===== config.mk =====
export PLATFORM = sky130hd
export DESIGN_NAME = multicycle_ctrl
export DESIGN_NICKNAME = d
export VERILOG_FILES = /design/src/rtl/multicycle_ctrl.sv
export SDC_FILE = /design/constraint.sdc
export NUM_CORES = 1
export LEC_CHECK = 0
export CORE_ASPECT_RATIO = 0.6
export CORE_MARGIN = 5
export CORE_UTILIZATION = 43
export DETAILED_ROUTE_END_ITERATION = 7
export PLACE_DENSITY = 0.82
export SETUP_SLACK_MARGIN = 0.3
export SYNTH_ARGS = -nofsm -noshare
export SYNTH_HDL_FRONTEND = slang
export SYNTH_SLANG_ARGS = --single-unit

===== constraint.sdc =====
create_clock -name clk -period 1.65 [get_ports clk]
set_input_delay 0.33 -clock clk [delete_from_list [all_inputs] [get_ports clk]]
set_output_delay 0.33 -clock clk [all_outputs]
set_load 0.01 [all_outputs]

===== src/rtl/multicycle_ctrl.sv =====
// Main control FSM for the multicycle MIPS datapath: sequences each instruction
// through fetch/decode/execute/memory/writeback and drives every datapath control.
module multicycle_ctrl #(
    parameter logic [5:0] OP_RTYPE = 6'b000000,
    parameter logic [5:0] OP_LW    = 6'b100011,
    parameter logic [5:0] OP_SW    = 6'b101011,
    parameter logic [5:0] OP_BEQ   = 6'b000100,
    parameter logic [5:0] OP_ADDI  = 6'b001000,
    parameter logic [5:0] OP_J     = 6'b000010
) (
    input  logic       clk,
    input  logic       reset,
    input  logic [5:0] op,
    input  logic       mem_ready,
    output logic       pcwrite,
    output logic       pcwritecond,
    output logic       iord,
    output logic       memread,
    output logic       memwrite,
    output logic       irwrite,
    output logic       memtoreg,
    output logic       regdst,
    output logic       regwrite,
    output logic       alusrca,
    output logic [1:0] alusrcb,
    output logic [1:0] aluop,
    output logic [1:0] pcsrc,
    output logic       instr_done,
    output logic       illegal_op,
    output logic [3:0] state
);

    typedef enum logic [3:0] {
        FETCH  = 4'd0,
        DECODE = 4'd1,
        MEMADR = 4'd2,
        MEMRD  = 4'd3,
        MEMWB  = 4'd4,
        MEMWR  = 4'd5,
        EXEC   = 4'd6,
        RWB    = 4'd7,
        BRANCH = 4'd8,
        ADDIEX = 4'd9,
        ADDIWB = 4'd10,
        JUMP   = 4'd11
    } state_t;

    // ready_gate marks the states whose strobes only fire once memory completes.
    typedef struct packed {
        logic       pcwrite;
        logic       pcwritecond;
        logic       iord;
        logic       memread;
        logic       memwrite;
        logic       irwrite;
        logic       memtoreg;
        logic       regdst;
        logic       regwrite;
        logic       alusrca;
        logic [1:0] alusrcb;
        logic [1:0] aluop;
        logic [1:0] pcsrc;
        logic       done;
        logic       ready_gate;
    } ctrl_t;

    function automatic ctrl_t outputs_for(input state_t s);
        ctrl_t c;
        c = '0;
        case (s)
            FETCH: begin
                c.memread    = 1'b1;
                c.alusrcb    = 2'b01;
                c.irwrite    = 1'b1;
                c.pcwrite    = 1'b1;
                c.ready_gate = 1'b1;
            end
            DECODE: c.alusrcb = 2'b11;
            MEMADR: begin
                c.alusrca = 1'b1;
                c.alusrcb = 2'b10;
            end
            MEMRD: begin
                c.memread = 1'b1;
                c.iord    = 1'b1;
            end
            MEMWB: begin
                c.regwrite = 1'b1;
                c.memtoreg = 1'b1;
                c.done     = 1'b1;
            end
            MEMWR: begin
                c.memwrite   = 1'b1;
                c.iord       = 1'b1;
                c.done       = 1'b1;
                c.ready_gate = 1'b1;
            end
            EXEC: begin
                c.alusrca = 1'b1;
                c.aluop   = 2'b10;
            end
            RWB: begin
                c.regwrite = 1'b1;
                c.regdst   = 1'b1;
                c.done     = 1'b1;
            end
            BRANCH: begin
                c.alusrca     = 1'b1;
                c.aluop       = 2'b01;
                c.pcwritecond = 1'b1;
                c.pcsrc       = 2'b01;
                c.done        = 1'b1;
            end
            ADDIEX: begin
                c.alusrca = 1'b1;
                c.alusrcb = 2'b10;
            end
            ADDIWB: begin
                c.regwrite = 1'b1;
                c.done     = 1'b1;
            end
            JUMP: begin
                c.pcwrite = 1'b1;
                c.pcsrc   = 2'b10;
                c.done    = 1'b1;
            end
            default: c = '0;
        endcase
        return c;
    endfunction

    state_t state_q;
    state_t state_d;
    ctrl_t  ctrl_q;
    logic   supported;
    logic   run;
    logic   gate_ok;
    logic   bad_decode;

    always_comb begin
        supported = (op == OP_RTYPE) || (op == OP_LW) || (op == OP_SW) ||
                    (op == OP_BEQ) || (op == OP_ADDI) || (op == OP_J);
    end

    always_comb begin
        state_d = FETCH;
        case (state_q)
            FETCH:  state_d = mem_ready ? DECODE : FETCH;
            DECODE: begin
                if ((op == OP_LW) || (op == OP_SW)) state_d = MEMADR;
                else if (op == OP_RTYPE)            state_d = EXEC;
                else if (op == OP_BEQ)              state_d = BRANCH;
                else if (op == OP_ADDI)             state_d = ADDIEX;
                else if (op == OP_J)                state_d = JUMP;
                else                                state_d = FETCH;
            end
            MEMADR: state_d = (op == OP_LW) ? MEMRD : MEMWR;
            MEMRD:  state_d = mem_ready ? MEMWB : MEMRD;
            MEMWB:  state_d = FETCH;
            MEMWR:  state_d = mem_ready ? FETCH : MEMWR;
            EXEC:   state_d = RWB;
            RWB:    state_d = FETCH;
            BRANCH: state_d = FETCH;
            ADDIEX: state_d = ADDIWB;
            ADDIWB: state_d = FETCH;
            JUMP:   state_d = FETCH;
            default: state_d = FETCH;
        endcase
    end

    // Control bits are registered alongside the state they belong to.
    always_ff @(posedge clk) begin
        if (reset) begin
            state_q <= FETCH;
            ctrl_q  <= outputs_for(FETCH);
        end else begin
            state_q <= state_d;
            ctrl_q  <= outputs_for(state_d);
        end
    end

    assign run        = ~reset;
    assign gate_ok    = ~ctrl_q.ready_gate | mem_ready;
    assign bad_decode = (state_q == DECODE) & ~supported;

    assign pcwrite     = run & ctrl_q.pcwrite & gate_ok;
    assign irwrite     = run & ctrl_q.irwrite & gate_ok;
    assign instr_done  = run & ((ctrl_q.done & gate_ok) | bad_decode);
    assign illegal_op  = run & bad_decode;
    assign pcwritecond = run & ctrl_q.pcwritecond;
    assign iord        = run & ctrl_q.iord;
    assign memread     = run & ctrl_q.memread;
    assign memwrite    = run & ctrl_q.memwrite;
    assign memtoreg    = run & ctrl_q.memtoreg;
    assign regdst      = run & ctrl_q.regdst;
    assign regwrite    = run & ctrl_q.regwrite;
    assign alusrca     = run & ctrl_q.alusrca;
    assign alusrcb     = {2{run}} & ctrl_q.alusrcb;
    assign aluop       = {2{run}} & ctrl_q.aluop;
    assign pcsrc       = {2{run}} & ctrl_q.pcsrc;
    assign state       = run ? state_q : 4'd0;

endmodule


# Yosys cells after proc, flatten, opt, wreduce, memory -nomap -nowiden
# Index checks and enable logic that the tools add are counted.
[totals] elab_cells=105 register_bits=22 out_inout_bits=22
[classes] n_bitwise=24 n_mux=26 eq_ne=22 reduce_logical=17
[ops] operator="$pmux W4 S7" n=1
[ops] operator="$eq A4 B3 Y1 const B" n=6
[ops] operator="$mux W4" n=6
[ops] operator="$eq A4 B4 Y1 const B" n=5
[ops] operator="$and A1 B1 Y1" n=16
[ops] operator="$eq A4 B2 Y1 const B" n=4
[ops] operator="$mux W1" n=13
[ops] operator="$eq A6 B6 Y1 const B" n=2
[ops] operator="$reduce_or A2 Y1" n=5
[ops] operator="$mux W3" n=3
[ops] operator="$eq A4 B1 Y1 const B" n=2
[ops] operator="$logic_not A4 Y1" n=2
[ops] operator="$pmux W2 S2" n=2
[ops] operator="$and A2 B2 Y2" n=3
[ops] operator="$eq A6 B2 Y1 const B" n=1
[ops] operator="$eq A6 B3 Y1 const B" n=1
[ops] operator="$eq A6 B4 Y1 const B" n=1
[ops] operator="$logic_not A6 Y1" n=1
[ops] operator="$logic_or A1 B1 Y1" n=6
[ops] operator="$pmux W2 S3" n=1
[ops] operator="$reduce_or A6 Y1" n=1
[ops] operator="$reduce_or A4 Y1" n=1
[ops] operator="$not A1 Y1" n=3
[ops] operator="$reduce_or A3 Y1" n=1
[ops] operator="$or A1 B1 Y1" n=2

# Logic depth before layout (Yosys ltp)
# Gate-level depths: netlist (run 1).
[depth] depth_word=10 ltp_mapped=8

# Worst setup path before layout (run 1)
# Ideal clock, no wire load.
[synth_timing] path_type="register -> register" from="register state_q[1]" to="register ctrl_q[17] in the netlist's numbering" path_stages_with_launch=8 period_less_slack_ns=1.574 arrival_ns=1.447 path_buffers=1 slack_ns=0.076 t_required_ns=1.523 setup_time_ns=0.127 path_cell_list="dfxtp_1 buf_6 and4bb_2 a211oi_1 o221a_2 nand3_1 nor2_1 or3_1"
[synth_via] elab_chain_len=5 word_cells_on_any_way=12 classes_between="7 x eq/ne; 2 x mux; 3 x reduce/logical"
[synth_lines] element="start, declared" line_no="132" source="state_t state_q;"
[synth_lines] element="start signal, assigned" line_no="177" source="state_q <= state_d;"
[synth_lines] element="$eq A4 B4 Y1, or another cell as far along" line_no="147" source="case (state_q)"
[synth_lines] element="$pmux W4 S7 *" line_no="147"
[synth_lines] element="$eq A4 B4 Y1 or $logic_not A4 Y1 (tied branches)" line_no="70" source="case (s)"
[synth_lines] element="$reduce_or A2 Y1 (no source line) *"
[synth_lines] element="$mux W1 *" line_no="70"
[synth_lines] element="end signal, assigned" line_no="175" source="ctrl_q <= outputs_for(FETCH);"
[synth_lines] element="end signal, assigned" line_no="178" source="ctrl_q <= outputs_for(state_d);"
[synth_lines] element="end, declared" line_no="134" source="ctrl_t ctrl_q;"
# Every way passes the cells marked *; elsewhere a longest branch is shown, timed or not.
# A chain may end at the register's enable or synchronous reset.

# Final worst setup path (run 1)
[layout_timing] from="input op[3]" to="register ctrl_q[6] in the netlist's numbering"
[layout_via] elab_chain_len=10 word_cells_on_any_way=20 classes_between="8 x eq/ne; 8 x mux; 4 x reduce/logical"
[layout_lines] element="start, declared" line_no="13" source="input logic [5:0] op,"
[layout_lines] element="$eq A6 B2 Y1" line_no="154" source="else if (op == OP_J) state_d = JUMP;"
[layout_lines] element="$mux W4" line_no="154"
[layout_lines] element="$mux W4" line_no="153" source="else if (op == OP_ADDI) state_d = ADDIEX;"
[layout_lines] element="$mux W4" line_no="152" source="else if (op == OP_BEQ) state_d = BRANCH;"
[layout_lines] element="$mux W4" line_no="151" source="else if (op == OP_RTYPE) state_d = EXEC;"
[layout_lines] element="$mux W4" line_no="150" source="if ((op == OP_LW) || (op == OP_SW)) state_d = MEMADR;"
[layout_lines] element="$pmux W4 S7 *" line_no="147"
[layout_lines] element="$eq A4 B4 Y1 or $eq A4 B2 Y1 (tied branches)" line_no="70"
[layout_lines] element="$reduce_or A2 Y1 (no source line)"
[layout_lines] element="$pmux W2 S3 *" line_no="70"
# Marks and branches as above.

==> results of run 1 <==
## placed cells by master (no fill, tap or decap), types with 5 or more instances in the layout
| master | synthesis | routed |
|---|---|---|
| nor2_1 | 13 | 8 |
| buf_6 | 5 | 19 |
| dfxtp_1 | 20 | 16 |
| clkbuf_2 | 0 | 5 |
| nor2_2 | 1 | 6 |
| buf_2 | 1 | 14 |
| nor3_2 | 2 | 7 |
| buf_4 | 4 | 38 |
| nor2b_1 | 16 | 12 |
## state kept, by name (all words and copies together), names as in the netlist
signal,flops
ctrl_q,16
state_q,4
## worst max path at each step
stage	from	end	slack [ns]
2_1_floorplan	state_q[1]	ctrl_q[17]	0.10
3_3_place_gp	op[3]	instr_done	-0.75
3_5_place_dp	op[3]	instr_done	-0.83
4_1_cts	state_q[0]	ctrl_q[6]	-0.08
5_1_grt	state_q[0]	ctrl_q[8]	-0.21
6_report	op[3]	ctrl_q[6]	-0.15
## metrics by stage
step	setup WS, ns	hold WS, ns	utilization (%)	power, mW
floorplan	0.1018	0.4336	-	0.6121
global placement	-0.7488	0.7892	67.47	0.7125
detailed placement	-0.8328	0.7820	67.47	0.7219
CTS	-0.07540	0.6141	78.57	1.128
global route	-0.2091	0.5504	84.59	1.237
finish	-0.1488	0.5592	84.59	1.186
## repair_timing
action | 4_1_cts | 5_1_grt
cloned | 2 | 0
endpoints found under the setup margin | 42 | 40
resized for setup | 142 | 42
setup buffers | 11 | 8
endpoints found under the hold margin | 0 | 0
pin swaps | 20 | 17
## power by group
part	internal [mW]	switching [mW]	total [mW]
combinational	0.155	0.146	0.301
sequential	0.492	0.00779	0.500
clock	0.213	0.172	0.385
total	0.860	0.326	1.19
## per-layer routing
metal / share of wire, % / global-route usage (%) / wire, µm / vias to the layer above
met5: 0 / 0 / 0 / -
met4: 2.9 / 9.429 / 151 / 0
met3: 10 / 9.286 / 529 / 19
met2: 47 / 40.17 / 2453 / 85
met1: 40 / 29.04 / 2123 / 679
li1: - / - / - / 631
## worst max-delay path, stage by stage
cell and delay [ns]:
buf_8 0.10, buf_6 0.12, nor4_4 0.30, buf_4 0.17, nand4_1 0.19, o221a_4 0.21, nand3_4 0.09, nor2_2 0.06
or3_4 0.38
## logic make-up (layout without fill, tap and decap cells)
logic type / after synthesis / in the layout
compound gates: 24 / 24
flops: 20 / 20
simple gates: 72 / 72
buf+inv: 16 / 94
xor+xnor: 4 / 4
## layout make-up
class | instances | area (µm²)
flip-flops and latches | 20 | 412.9
clock buffers | 4 | 55.05
multi-input cells | 100 | 893.4
well taps | 32 | 40.04
inverters | 3 | 13.76
fillers | 133 | 394.1
repair buffers | 87 | 748.2
==> out/metrics.csv, run 1 <==
stage,metric,value,unit
outcome,outcome,finished with violations,
outcome,violations,setup timing,
global_routing,antenna_found_initial,0,
setup_path,critPathKind,in2reg,
placement,placement.cell_area,1725,µm²
final_layout,diodes,0,
setup_path,arrival,1.95,ns
yosys,netlist_area,1180,µm²
placement,io_buffers,30,
power,powerDensity,548.1,nW/µm²
timing,timing.final.crit_share,109.0,%
timing,final_max_slew_viol_count,0,
timing,rsz0062_at_grt,yes,
yosys,ys.warnings.count,0,
final_layout,final_area,2163,µm²
yosys,yosysMostFrequentCell,dfxtp_1,
yosys,synthCells,136,
yosys,muxShareOfSynthArea,0,%
setup_path,startpoint_type,input pin,
final_layout,stdcell_count,246,
route,viasPerCell,5.748,
yosys,synthTopCellsByArea,"dfxtp_1 34%, nor2b_1 8.5%, buf_6 4.8%",
yosys,synth_edf_count,0,
yosys,ys_types,44,
final_layout,drive_above_1_share,65.89,%
timing,worstMarginPinSlew,0.3354,ns
clocking,clk-insertion-delay-late,0.27,ns
route,routed_wl,5258,µm
setup_path,end_kind,register,
yosys,seq_area_frac_synth,33.93,%
timing,max_freq,0.5559,GHz
clocking,cts_sinks,20,
setup_path,rr_startpoint,state_q[3],
yosys,synth_fa_ha_area_share,0,%
clocking,cts_hold_buf,0,
die,dieArea,3926,µm²
die,io_pins,31,
die,rows,14,
yosys,synth_top_family_by_area,simple AND/OR/NAND/NOR gates,
clocking,path_clk_slew,0.08,ns
placement,hpwlAfterDp,2660,µm
clocking,ctsHtreeMaxLevel,1,
hold_path,hold_end,ctrl_q[5],
setup_path,r2r_setup_slack,-0.15,ns
yosys,avgSynthCellArea,8.676,µm²
route,vias,1414,
route,first_iter_violations,160,
placement,dp_cells,221,
timing,finClkSkew,0.008744,ns
hold_path,holdPathStages,3,
job,maxCapViolCount,0,
timing,period_minus_slack,1.799,ns
die,start_util,46.14,%
die,die_h,50.58,µm
route,wl_per_cell,21.37,µm
yosys,synthTopCellsByCount,"20 x dfxtp_1, 16 x nor2b_1, 13 x nor2_1",
global_routing,grt_pass1_wl,7417,µm
yosys,synth_ff_type,dfxtp_1,
yosys,yosysTopAreaCellShare,33.93,%
route,postRouteAntennaNets,0,
global_routing,grt_use_total,24.43,%
timing,slew_headroom,77.40,%
timing,setup_tns,-1.103,ns
setup_path,reg2reg_to,ctrl_q[6],
placement,place.gp.congestion,0.9465,
timing,hold_viol_final,0,
clocking,root_buffer,clkbuf_8,
power,ir_drop,0.9091,mV
global_routing,grt_overflow,0,
yosys,synth.largest_area_cell,dfxtp_1,
global_routing,grt_max_degree,12,
final_layout,fin_nets,224,
die,die_x,77.63,µm
yosys,synth-compound-area-share,14.85,%
route,dr.pass1.iters,4,
setup_path,worstPathRequired,1.80,ns
die,core_area,2557,µm²
yosys,async_reset_ff_share,0,%
setup_path,critPathMaxFanout,4,
global_routing,grt_pass1_vias,1377,
timing,setup_ws,-0.1488,ns
hold_path,hp-class,in2reg,
yosys,synthXorXnorAreaFrac,2.969,%
clocking,cts_max_path_buffers,2,
timing,setup_viol_count_final,15,
final_layout,synthToLayoutAreaGrowth,83.35,%
route,drc,0,
hold_path,min_from,reset,
setup_path,worstRegToRegCells,7,
clocking,cts_tree,built,
power,leakage,0.9639,nW
clocking,numCtsBuffers,3,
yosys,synth_nets,145,
yosys,synth_seq_cells,20,
yosys,yosys.area_share.simple,38.60,%
No activity file was read; power rests on OpenSTA's default activity.
==> run 2: changes to the inputs <==
--- a/config.mk
+++ b/config.mk
@@ -9,7 +9,7 @@
 export CORE_MARGIN = 5
 export CORE_UTILIZATION = 43
 export DETAILED_ROUTE_END_ITERATION = 7
-export PLACE_DENSITY = 0.82
+export PLACE_DENSITY = 0.77
 export SETUP_SLACK_MARGIN = 0.3
 export SYNTH_ARGS = -nofsm -noshare
 export SYNTH_HDL_FRONTEND = slang
==> run 2 against run 1 <==
The flow still finishes with violations (setup timing); worst setup slack got worse by 0.22 ns; clock-buffer cell count did not move; fmax fell by 11%; largest cell class unchanged; largest power group unchanged; register-to-register slack got worse by 0.13 ns; power fell by 0.57%; clock power fell by 2%; highest routed layer unchanged; global-route usage fell by 2.0 points.
==> out/metrics.csv, run 2 (synthesis gave the netlist of run 1 again) <==
stage,metric,value,unit,change
outcome,outcome,finished with violations,,
outcome,violations,setup timing,,
placement,io_buffers,30,,unchanged
final_layout,largest_register_ffs,16,,unchanged
setup_path,worstPathRequired,1.80,ns,about the same
final_layout,fin_nets,220,,-1.8%
final_layout,largest-register,ctrl_q,,
final_layout,diodes,0,,unchanged
placement,dp_cells,219,,-0.90%
setup_path,end_kind,register,,
clocking,path_clk_slew,0.07,ns,about the same
timing,period_minus_slack,2.015,ns,+0.2157 ns
clocking,cts_tree,built,,
die,dieArea,3926,µm²,unchanged
timing,worstMarginPinSlew,0.4226,ns,+0.08712 ns
route,postRouteAntennaNets,0,,unchanged
clocking,cts_max_path_buffers,2,,unchanged
clocking,numCtsBuffers,3,,unchanged
global_routing,grt_overflow,0,,unchanged
placement,place_ws,-0.8222,ns,+0.01062 ns
power,clockPowerShare,31.9,%,-0.5 points
power,ir_drop,0.4381,mV,-52%
route,drc,0,,unchanged
final_layout,final_common_cell,buf_4,,
timing,timing.final.crit_share,122.1,%,+13 points
timing,max_freq,0.4964,GHz,-11%
setup_path,arrival,2.16,ns,+0.21 ns
setup_path,path_cells,buf_2 > nor4_4 > buf_4 > buf_6 > buf_6 > buf_6 > buf_6 > buf_6 > nand4_1 > o221a_4 > nand3_4 > nor2_4 > or3_1,,
setup_path,cpMostUsedCell,buf_6,,
die,io_pins,31,,unchanged
global_routing,grt_pass1_wl,6844,µm,-7.7%
final_layout,mostFrequentLayoutCells,"39 x buf_4, 16 x buf_6, 15 x dfxtp_1",,
placement,place.gp.congestion,0.9014,,-4.8%
setup_path,critPathKind,in2reg,,
die,core_area,2557,µm²,unchanged
final_layout,largestRegisters,"ctrl_q (16), state_q (4)",,
power,power_switching,0.3172,mW,-2.6%
global_routing,grt_use_total,22.47,%,-2.0 points
final_layout,multiInputGateArea,860.8,µm²,-3.6%
global_routing,antenna_found_initial,0,,unchanged
setup_path,critPathMaxFanout,5,,+1
die,start_util,46.14,%,unchanged
setup_path,slowest_delay,0.35,ns,-0.03 ns
clocking,cts_sinks,20,,unchanged
route,dr.pass1.iters,4,,unchanged
final_layout,regArea,416.7,µm²,+0.91%
power,internal_power,0.8618,mW,+0.21%
setup_path,cp.buffers_inverters,7,,+4
clocking,root_buffer,clkbuf_8,,
route,wl_per_cell,19.96,µm,-6.6%
final_layout,drive_above_1_share,64.29,%,-1.6 points
route,vias,1441,,+1.9%
die,rows,14,,unchanged
route,first_iter_violations,119,,-26%
timing,setup_ws,-0.3646,ns,-0.2157 ns
route,routed_wl,4830,µm,-8.1%
setup_path,crit_slowest_cell,or3_1,,
setup_path,crit_family,simple AND/OR/NAND/NOR gates,,
clocking,ctsHtreeMaxLevel,1,,unchanged
final_layout,nFillCells,148,,+11%
timing,rsz0062_at_grt,yes,,
job,maxCapViolCount,0,,unchanged
power,leakage,0.9352,nW,-3.0%
timing,hold_viol_final,0,,unchanged
timing,finClkSkew,0.005193,ns,-0.003551 ns
die,die_h,50.58,µm,unchanged
placement,hpwlAfterDp,2560,µm,-3.8%
timing,setup_viol_count_final,19,,+4
final_layout,synthToLayoutAreaGrowth,76.46,%,
power,switching_share,26.91,%,-0.57 points
setup_path,r2r_setup_slack,-0.28,ns,-0.13 ns
power,power_frac_seq,42.4,%,+0.3 points
setup_path,startpoint_type,input pin,,
final_layout,stdcell_count,242,,-1.6%
power,powerDensity,566.3,nW/µm²,+3.3%
route,viasPerCell,5.955,,+3.6%
power,comb_power_share,25.8,%,+0.4 points
global_routing,grt_pass1_vias,1385,,+0.58%
timing,final_max_slew_viol_count,0,,unchanged
die,die_x,77.63,µm,unchanged
global_routing,grt_max_degree,12,,unchanged
clocking,cts_hold_buf,0,,unchanged
clocking,clk-insertion-delay-late,0.26,ns,about the same
hold_path,hp-class,in2reg,,
timing,slew_headroom,71.77,%,-5.6 points
==> run 2: metal layers <==
layer  vias to the layer above  share of wire, %  global-route usage (%)
li1                        624                 -                       -
met1                       688                41                   25.72
met2                        97                45                   37.81
met3                        32               8.9                   6.786
met4                         0               5.2                   12.29
met5                         -                 0                       0
==> run 2: timing repair <==
| action | 4_1_cts | 5_1_grt |
|---|---|---|
| setup endpoints to repair | 42 | 38 |
| setup buffers | 13 | 5 |
| gates resized for setup | 128 | 54 |
| pin swaps | 18 | 13 |
| cloned | 1 | 0 |
==> run 2: worst paths after layout <==
kind / start / end / depth (start not counted)
worst max-delay path: op[1] / ctrl_q[17] / 13
worst min-delay path: reset / ctrl_q[8] / 3
worst max register to register: state_q[1] / ctrl_q[7] / 8
worst min register to register: state_q[0] / ctrl_q[9] / 3
==> run 2: worst min-delay path: stages <==
cell and delay, ns:
buf_2 0.17, bufbuf_16 0.29, a21oi_1 0.10
==> run 2: area by class of cell <==
cell class | instances | area share (%)
well taps | 32 | 1.923
flip-flops and latches | 20 | 20.01
clock buffers | 4 | 2.644
multi-input cells | 100 | 41.35
repair buffers | 83 | 33.41
inverters | 3 | 0.6611
==> run 2: per-stage QoR <==
step | hold slack, ns | area, µm² | power, mW | setup TNS [ns] | utilization [%]
4_1_cts | 0.6103 | 1983 | 1.124 | -1.543 | 77.54
5_1_grt | 0.6759 | 2082 | 1.221 | -5.517 | 81.41
6_report | 0.6775 | 2082 | 1.179 | -4.420 | 81.41
2_1_floorplan | 0.4336 | 1224 | 0.6121 | 0 | -
3_5_place_dp | 0.8447 | 1710 | 0.7198 | -18.78 | 66.88
3_3_place_gp | 0.8094 | 1710 | 0.7096 | -16.93 | 66.88
==> run 2: power groups by stage <==
stage / Combinational [mW] / Clock [mW] / Sequential [mW]
floorplan: 0.102 / 0 / 0.510
global placement: 0.196 / 0 / 0.513
detailed placement: 0.205 / 0 / 0.515
CTS: 0.248 / 0.375 / 0.501
global route: 0.318 / 0.402 / 0.501
finish: 0.304 / 0.376 / 0.500
